==> src/rtl/mult_div_unit.sv <==
// Multi-cycle MIPS multiply/divide engine (MULT, MULTU, DIV, DIVU).
// Drives the write strobes and write data of the HI/LO register pair.
// A multiply produces its result MUL_LAT cycles after accept.
// A divide uses a 32-step restoring divider and finishes 33 cycles after accept.
module mult_div_unit #(
  parameter int MUL_LAT = 2
) (
  input  logic        clk,
  input  logic        reset,
  input  logic        in_valid,
  output logic        in_ready,
  input  logic [1:0]  op,
  input  logic [31:0] a,
  input  logic [31:0] b,
  input  logic        flush,
  output logic        busy,
  output logic        hi_write,
  output logic        lo_write,
  output logic [31:0] hi_data,
  output logic [31:0] lo_data
);

  typedef enum logic [1:0] {
    IDLE    = 2'd0,
    MUL_RUN = 2'd1,
    DIV_RUN = 2'd2,
    DONE    = 2'd3
  } state_t;

  // Count loaded on accept so that MUL_RUN lasts MUL_LAT-1 cycles.
  localparam int MUL_CNT = (MUL_LAT > 1) ? MUL_LAT - 2 : 0;

  state_t      state_q, state_d;
  logic [4:0]  cnt_q, cnt_d;
  logic [63:0] prod_q, prod_d;
  logic [31:0] quo_q, quo_d;    // dividend bits shift out at the top, quotient bits in at the bottom
  logic [31:0] rem_q, rem_d;    // partial remainder (magnitude)
  logic [31:0] dvs_q, dvs_d;    // divisor magnitude
  logic        q_neg_q, q_neg_d;
  logic        r_neg_q, r_neg_d;
  logic        dz_q, dz_d;
  logic [31:0] hi_q, hi_d;
  logic [31:0] lo_q, lo_d;

  logic        accept;
  logic        is_signed;
  logic [63:0] ext_a, ext_b, mul_now;
  logic [31:0] a_mag, b_mag;
  logic [32:0] shifted;
  logic        ge;
  logic [31:0] diff, step_rem, step_quo, fin_quo, fin_rem;

  assign accept    = in_valid && (state_q == IDLE) && !flush;
  assign is_signed = !op[0];

  // Operand preparation: extension for the 64-bit product, magnitudes for the divider.
  assign ext_a   = is_signed ? {{32{a[31]}}, a} : {32'b0, a};
  assign ext_b   = is_signed ? {{32{b[31]}}, b} : {32'b0, b};
  assign mul_now = ext_a * ext_b;
  assign a_mag   = (is_signed && a[31]) ? (~a + 32'd1) : a;
  assign b_mag   = (is_signed && b[31]) ? (~b + 32'd1) : b;

  // One restoring-division step: bring down the next dividend bit, subtract if it fits.
  assign shifted  = {rem_q, quo_q[31]};
  assign ge       = shifted >= {1'b0, dvs_q};
  assign diff     = shifted[31:0] - dvs_q;
  assign step_rem = ge ? diff : shifted[31:0];
  assign step_quo = {quo_q[30:0], ge};

  // Sign fix-up after the last step; a zero divisor forces an all-ones quotient.
  assign fin_quo = dz_q ? 32'hFFFF_FFFF : (q_neg_q ? (~step_quo + 32'd1) : step_quo);
  assign fin_rem = r_neg_q ? (~step_rem + 32'd1) : step_rem;

  // Next-state and datapath update.
  always_comb begin
    // NOTE: every variable gets a default first so no path leaves it unassigned and infers a latch.
    state_d = state_q;
    cnt_d   = cnt_q;
    prod_d  = prod_q;
    quo_d   = quo_q;
    rem_d   = rem_q;
    dvs_d   = dvs_q;
    q_neg_d = q_neg_q;
    r_neg_d = r_neg_q;
    dz_d    = dz_q;
    hi_d    = hi_q;
    lo_d    = lo_q;

    if (flush && (state_q != IDLE)) begin
      state_d = IDLE;
    end else begin
      unique case (state_q)
        IDLE: begin
          if (accept) begin
            if (op[1]) begin
              state_d = DIV_RUN;
              cnt_d   = 5'd31;
              quo_d   = a_mag;
              rem_d   = 32'd0;
              dvs_d   = b_mag;
              q_neg_d = is_signed && (a[31] ^ b[31]);
              r_neg_d = is_signed && a[31];
              dz_d    = (b == 32'd0);
            end else if (MUL_LAT == 1) begin
              state_d = DONE;
              hi_d    = mul_now[63:32];
              lo_d    = mul_now[31:0];
            end else begin
              state_d = MUL_RUN;
              cnt_d   = 5'(MUL_CNT);
              prod_d  = mul_now;
            end
          end
        end
        MUL_RUN: begin
          if (cnt_q == 5'd0) begin
            state_d = DONE;
            hi_d    = prod_q[63:32];
            lo_d    = prod_q[31:0];
          end else begin
            cnt_d = cnt_q - 5'd1;
          end
        end
        DIV_RUN: begin
          quo_d = step_quo;
          rem_d = step_rem;
          if (cnt_q == 5'd0) begin
            state_d = DONE;
            hi_d    = fin_rem;
            lo_d    = fin_quo;
          end else begin
            cnt_d = cnt_q - 5'd1;
          end
        end
        DONE:    state_d = IDLE;
        default: state_d = IDLE;
      endcase
    end
  end

  // State and datapath registers with synchronous reset.
  always_ff @(posedge clk) begin
    // NOTE: non-blocking assignments so every register samples the pre-edge values.
    if (reset) begin
      state_q <= IDLE;
      cnt_q   <= '0;
      prod_q  <= '0;
      quo_q   <= '0;
      rem_q   <= '0;
      dvs_q   <= '0;
      q_neg_q <= 1'b0;
      r_neg_q <= 1'b0;
      dz_q    <= 1'b0;
      hi_q    <= '0;
      lo_q    <= '0;
    end else begin
      state_q <= state_d;
      cnt_q   <= cnt_d;
      prod_q  <= prod_d;
      quo_q   <= quo_d;
      rem_q   <= rem_d;
      dvs_q   <= dvs_d;
      q_neg_q <= q_neg_d;
      r_neg_q <= r_neg_d;
      dz_q    <= dz_d;
      hi_q    <= hi_d;
      lo_q    <= lo_d;
    end
  end

  // A flush that arrives in DONE suppresses the strobe in that same cycle.
  assign in_ready = (state_q == IDLE);
  assign busy     = (state_q != IDLE);
  assign hi_write = (state_q == DONE) && !flush;
  assign lo_write = (state_q == DONE) && !flush;
  assign hi_data  = hi_q;
  assign lo_data  = lo_q;

endmodule

==> config.mk <==
export PLATFORM = sky130hd
export DESIGN_NAME = mult_div_unit
export DESIGN_NICKNAME = d
export VERILOG_FILES = /design/src/rtl/mult_div_unit.sv
export SDC_FILE = /design/constraint.sdc
export NUM_CORES = 2
export LEC_CHECK = 0
export BUFFER_PORTS_ARGS = -buffer_cell sky130_fd_sc_hd__buf_2
export CAP_MARGIN = 5
export CORE_ASPECT_RATIO = 1.1
export CORE_UTILIZATION = 55
export DETAILED_ROUTE_END_ITERATION = 8
export PLACE_DENSITY = 0.72
export SYNTH_ARGS = -nofsm -noshare
export SYNTH_HDL_FRONTEND = slang
export SYNTH_SLANG_ARGS = --single-unit
==> constraint.sdc <==
create_clock -name clk -period 17.9 [get_ports clk]
set_input_delay 0.895 -clock clk [delete_from_list [all_inputs] [get_ports clk]]
set_output_delay 0.895 -clock clk [all_outputs]
set_load 0.01 [all_outputs]
* Word-level counts from Yosys, hierarchy flattened *
Cells that the tools add are included.

cells by class
  add/sub/neg operators = 6
  reduce and logical (&&, ||, !) cells = 24
  $lt $le $gt $ge = 1
  equal/unequal tests = 9
  bitwise operators = 7
  multiplexer cells = 28
  $mul = 1

operator list
  cell                     count
  $mux W32                 14
  $pmux W32 S2             4
  $add A32 B1 Y32 const B  4
  $mux W64                 2
  $not A32 Y32             4
  $mul A64 B64 Y64         1
  $ge A33 B32 Y1           1
  $logic_not A32 Y1        1
  $sub A32 B32 Y32         1
  $reduce_and A4 Y1        5
  $mux W5                  3
  $pmux W5 S2              1
  $reduce_bool A2 Y1       4
  $logic_and A1 B1 Y1      7
  $mux W2                  3
  $ne A2 B1 Y1 const B     3
  $ne A2 B2 Y1 const B     3
  $pmux W2 S3              1
  $logic_not A5 Y1         1
  $sub A5 B1 Y5 const B    1
  $eq A2 B2 Y1 const B     2
  $reduce_or A2 Y1         2
  $eq A2 B1 Y1 const B     1
  $logic_not A1 Y1         2
  4 further kinds          5

storage, ports and cells
  word-level logic and storage cells = 87
  input port bits = 70
  output and inout bits = 68
  bits in registers = 234

* Logic depth before layout (Yosys ltp) *
  word-level depth = 7
  mapped depth = 38
  mapped depth without buffers = 34

* Worst setup path after synthesis *
No wires, ideal clock.

  kind = input -> register
  start = in a[31]
  end = reg prod_q[63]
  required time = 17.814 ns
  library setup time = 0.086 ns
  path buffers = 5
  arrival = 10.059 ns
  setup slack = 7.755 ns
  stages = 34
  cells stage by stage = nor2b_1 clkbuf_1 clkbuf_1 clkbuf_1 clkbuf_1 nand2_1 fa_1 fa_1 inv_1 fa_1 inv_1 fa_1 inv_1 fa_1 fa_1 inv_1 fa_1 fa_1 fa_1 inv_1 fa_1 ha_1 clkbuf_1 a21oi_1 nor2b_1 o21ai_0 nand2b_1 a21o_1 a21o_1 a21oi_1 a21oi_2 a211oi_1 xnor2_1 a211oi_1

between the ends
  cells in the longest elaborated chain, start to end = 2

RTL lines
  element               line  text
  start, declared       13    input logic [31:0] a,
  $mux W64              57    assign ext_a = is_signed ? {{32{a[31]}}, a} : {32'b0, a};
  $mul A64 B64 Y64      59    assign mul_now = ext_a * ext_b;
  end signal, assigned  159   prod_q <= prod_d;
  end, declared         35    logic [63:0] prod_q, prod_d;

No other way between the ends.
A chain may end at the register's enable or synchronous reset.

* Final worst setup path *
  start = in b[2]
  end = reg prod_q[62]

between the ends
  cells in the longest elaborated chain, start to end = 2

RTL lines
  element           line  text
  start, declared   14    input logic [31:0] b,
  $mux W64          58    assign ext_b = is_signed ? {{32{b[31]}}, b} : {32'b0, b};
  $mul A64 B64 Y64  59

No other way between the ends.

==> results.cfg <==
[placed_design]
io_buffers = 137
gp_congestion = 0.995
dp_hpwl_mm = 144
place_ws_ps = 7090

[status]
status = finished clean

[synthesis]
synth_cell_types = 99
yosysTopAreaCell = fa_1
synth-async-reset-ratio_pct = 0
syn_inst = 7043
synth.most_common_cell = inv_1
synth_edf_count = 0
synthTopCellsByArea = fa_1 (45%), inv_1 (9.5%), dfxtp_1 (7.5%), ha_1 (7.2%), and2_1 (5.9%)
synthesis.area_sq_um = 62300
synth_seq_area_share_pct = 7.52
yosys_most_used_dff = dfxtp_1
syn_nets = 8887
synth.avg_cell_area_sq_um = 8.85
yosys_register_bits = 234
synth_top_area_share_pct = 45.4
yosysWarnings = 0
yosys-top-cells-count = inv_1 (1577), fa_1 (1413), nand2_1 (846)

[drt]
drtIter0Drc = 3798
wl_per_cell_microns = 22.4
drt-vias-per-instance = 5.69
totalWireLength_mm = 188
ant_nets = 0
num_vias = 47800
firstDrtPassIters = 6
remaining_drc_errors = 0

[layout]
drive_gt1_share_pct = 4.61
synthToLayoutAreaGrowth_pct = 3.90
fillCellCount = 10200
num-nets-final = 8708

[min_path]
hp-class = reg -> reg

[floorplanning]
ios = 138
fp.dieH_microns = 355
row_count = 129
die_w_microns = 323
die_area_sq_um = 115000
start_util_pct = 55.5
core_area_sq_um = 112000

[timing]
slew_violations = 0
fmax_ghz = 0.0968
rsz0062_at_grt = false
setup_viol = 0
worst_slack_ps = 7570
fin_crit_sh_pct = 57.7
tns_ps = 0
finalHoldViolCount = 0
worstMarginPinSlew_ps = 1270
skew_ps = 19.0
slew_headroom_pct = 15.6
fin_crit_ps = 10330

[clock_tree]
clk_pin_slew_ps = 60
clockBufferDepth = 3
holdBufCountCts = 0
cts_sinks = 234
insertion_delay_ps = 560
cts_max_level = 1
post_cts_buffers = 0
cts-root-buf = clkbuf_16
numCtsBuffers = 25
cts_tree = built
ctsResizeCount = 0

[worst_setup_path]
path_class = in -> reg
arrival_ps = 10740
cpMaxStageDelayCell = buf_2
crit_path_end_kind = flop
cp_max_fo = 36
reg2reg_slack_ps = 12650
required_ps = 18310
cpPeakStageDelay_ps = 890
cp_common_cell = fa_1
cp-start-kind = input port

[grt]
grt_use_total_pct = 33.7
gr-total-overflow = 0
first_global_vias = 51000
grt_antenna_before_repair = 11
grt_max_degree = 93
grt_pass1_wl_mm = 294

[job]
drv_cap = 0
==> worst max-delay path, delay by kind of cell <==
kind / cells / cell delay (ps)
mux: 1 / 220
simple gates: 6 / 1750
buf+inv: 6 / 1130
fa+ha+maj: 11 / 4970
compound gates: 5 / 1680
==> cell families after synthesis <==
kind of cell	share of synthesized area, %
xor gates and xnor gates	3.37
DFF	7.52
and+or+nand+nor	15.4
buffers and inverters	12.1
AOI/OAI and AO/OA	8.56
adders and majority gates	52.7
muxes	0.456
==> sequential cells by signal (all words and copies together) (netlist names) <==
signal   cells
q_neg_q      1
state_q      2
hi_data     32
lo_data     32
dvs_q       32
rem_q       32
quo_q       32
prod_q      64
dz_q         1
cnt_q        5
r_neg_q      1
==> per-stage QoR <==
step / cell area [sq um] / std cells / hold slack, ps / util, %
floorplan: 62300 / 7043 / 418 / -
global placement: 63900 / 8343 / 437 / 56.9
detailed placement: 63900 / 8343 / 442 / 56.9
CTS: 64700 / 8388 / 451 / 57.6
global route: 64700 / 8393 / 466 / 57.6
finish: 64700 / 8397 / 449 / 57.6
==> cell usage in the layout, fill, tap and decap left out, types with 59 or more instances in the layout <==
master	count
a211oi_1	59
a21oi_1	275
and2_1	591
buf_2	136
buf_4	67
dfxtp_1	234
fa_1	1413
ha_1	360
inv_1	1577
nand2_1	846
nor2_1	245
o21ai_0	133
xnor2_1	174
xor2_1	66
==> final cells by class <==
class / count / area (sq um) / area share [%]
antenna: 9 / 22.5 / 0.0348
clock buffer: 31 / 698 / 1.08
clock inverter: 14 / 149 / 0.230
inverter: 1579 / 5930 / 9.16
multi-input combinational: 4820 / 50200 / 77.5
sequential: 234 / 4680 / 7.24
tap: 1506 / 1880 / 2.91
timing repair buffer: 204 / 1200 / 1.85
==> routing by layer <==
metal	vias up	global-route usage, %	wire length (microns)
met5	-	0	0
met4	0	16.2	10400
met3	518	6.00	17000
met2	2227	55.1	87300
met1	24300	43.4	73000
li1	20800	-	-
==> worst paths after layout <==
path         startpoint  depth (start not counted)          end
min          prod_q[21]                          2   prod_q[21]
max reg2reg   dvs_q[24]                         17  lo_data[26]
min reg2reg  prod_q[21]                          2   prod_q[21]
max                b[2]                         29   prod_q[62]
Power is not shown: default switching activity piles up to over one toggle a cycle in this logic, so the estimate is an artifact.
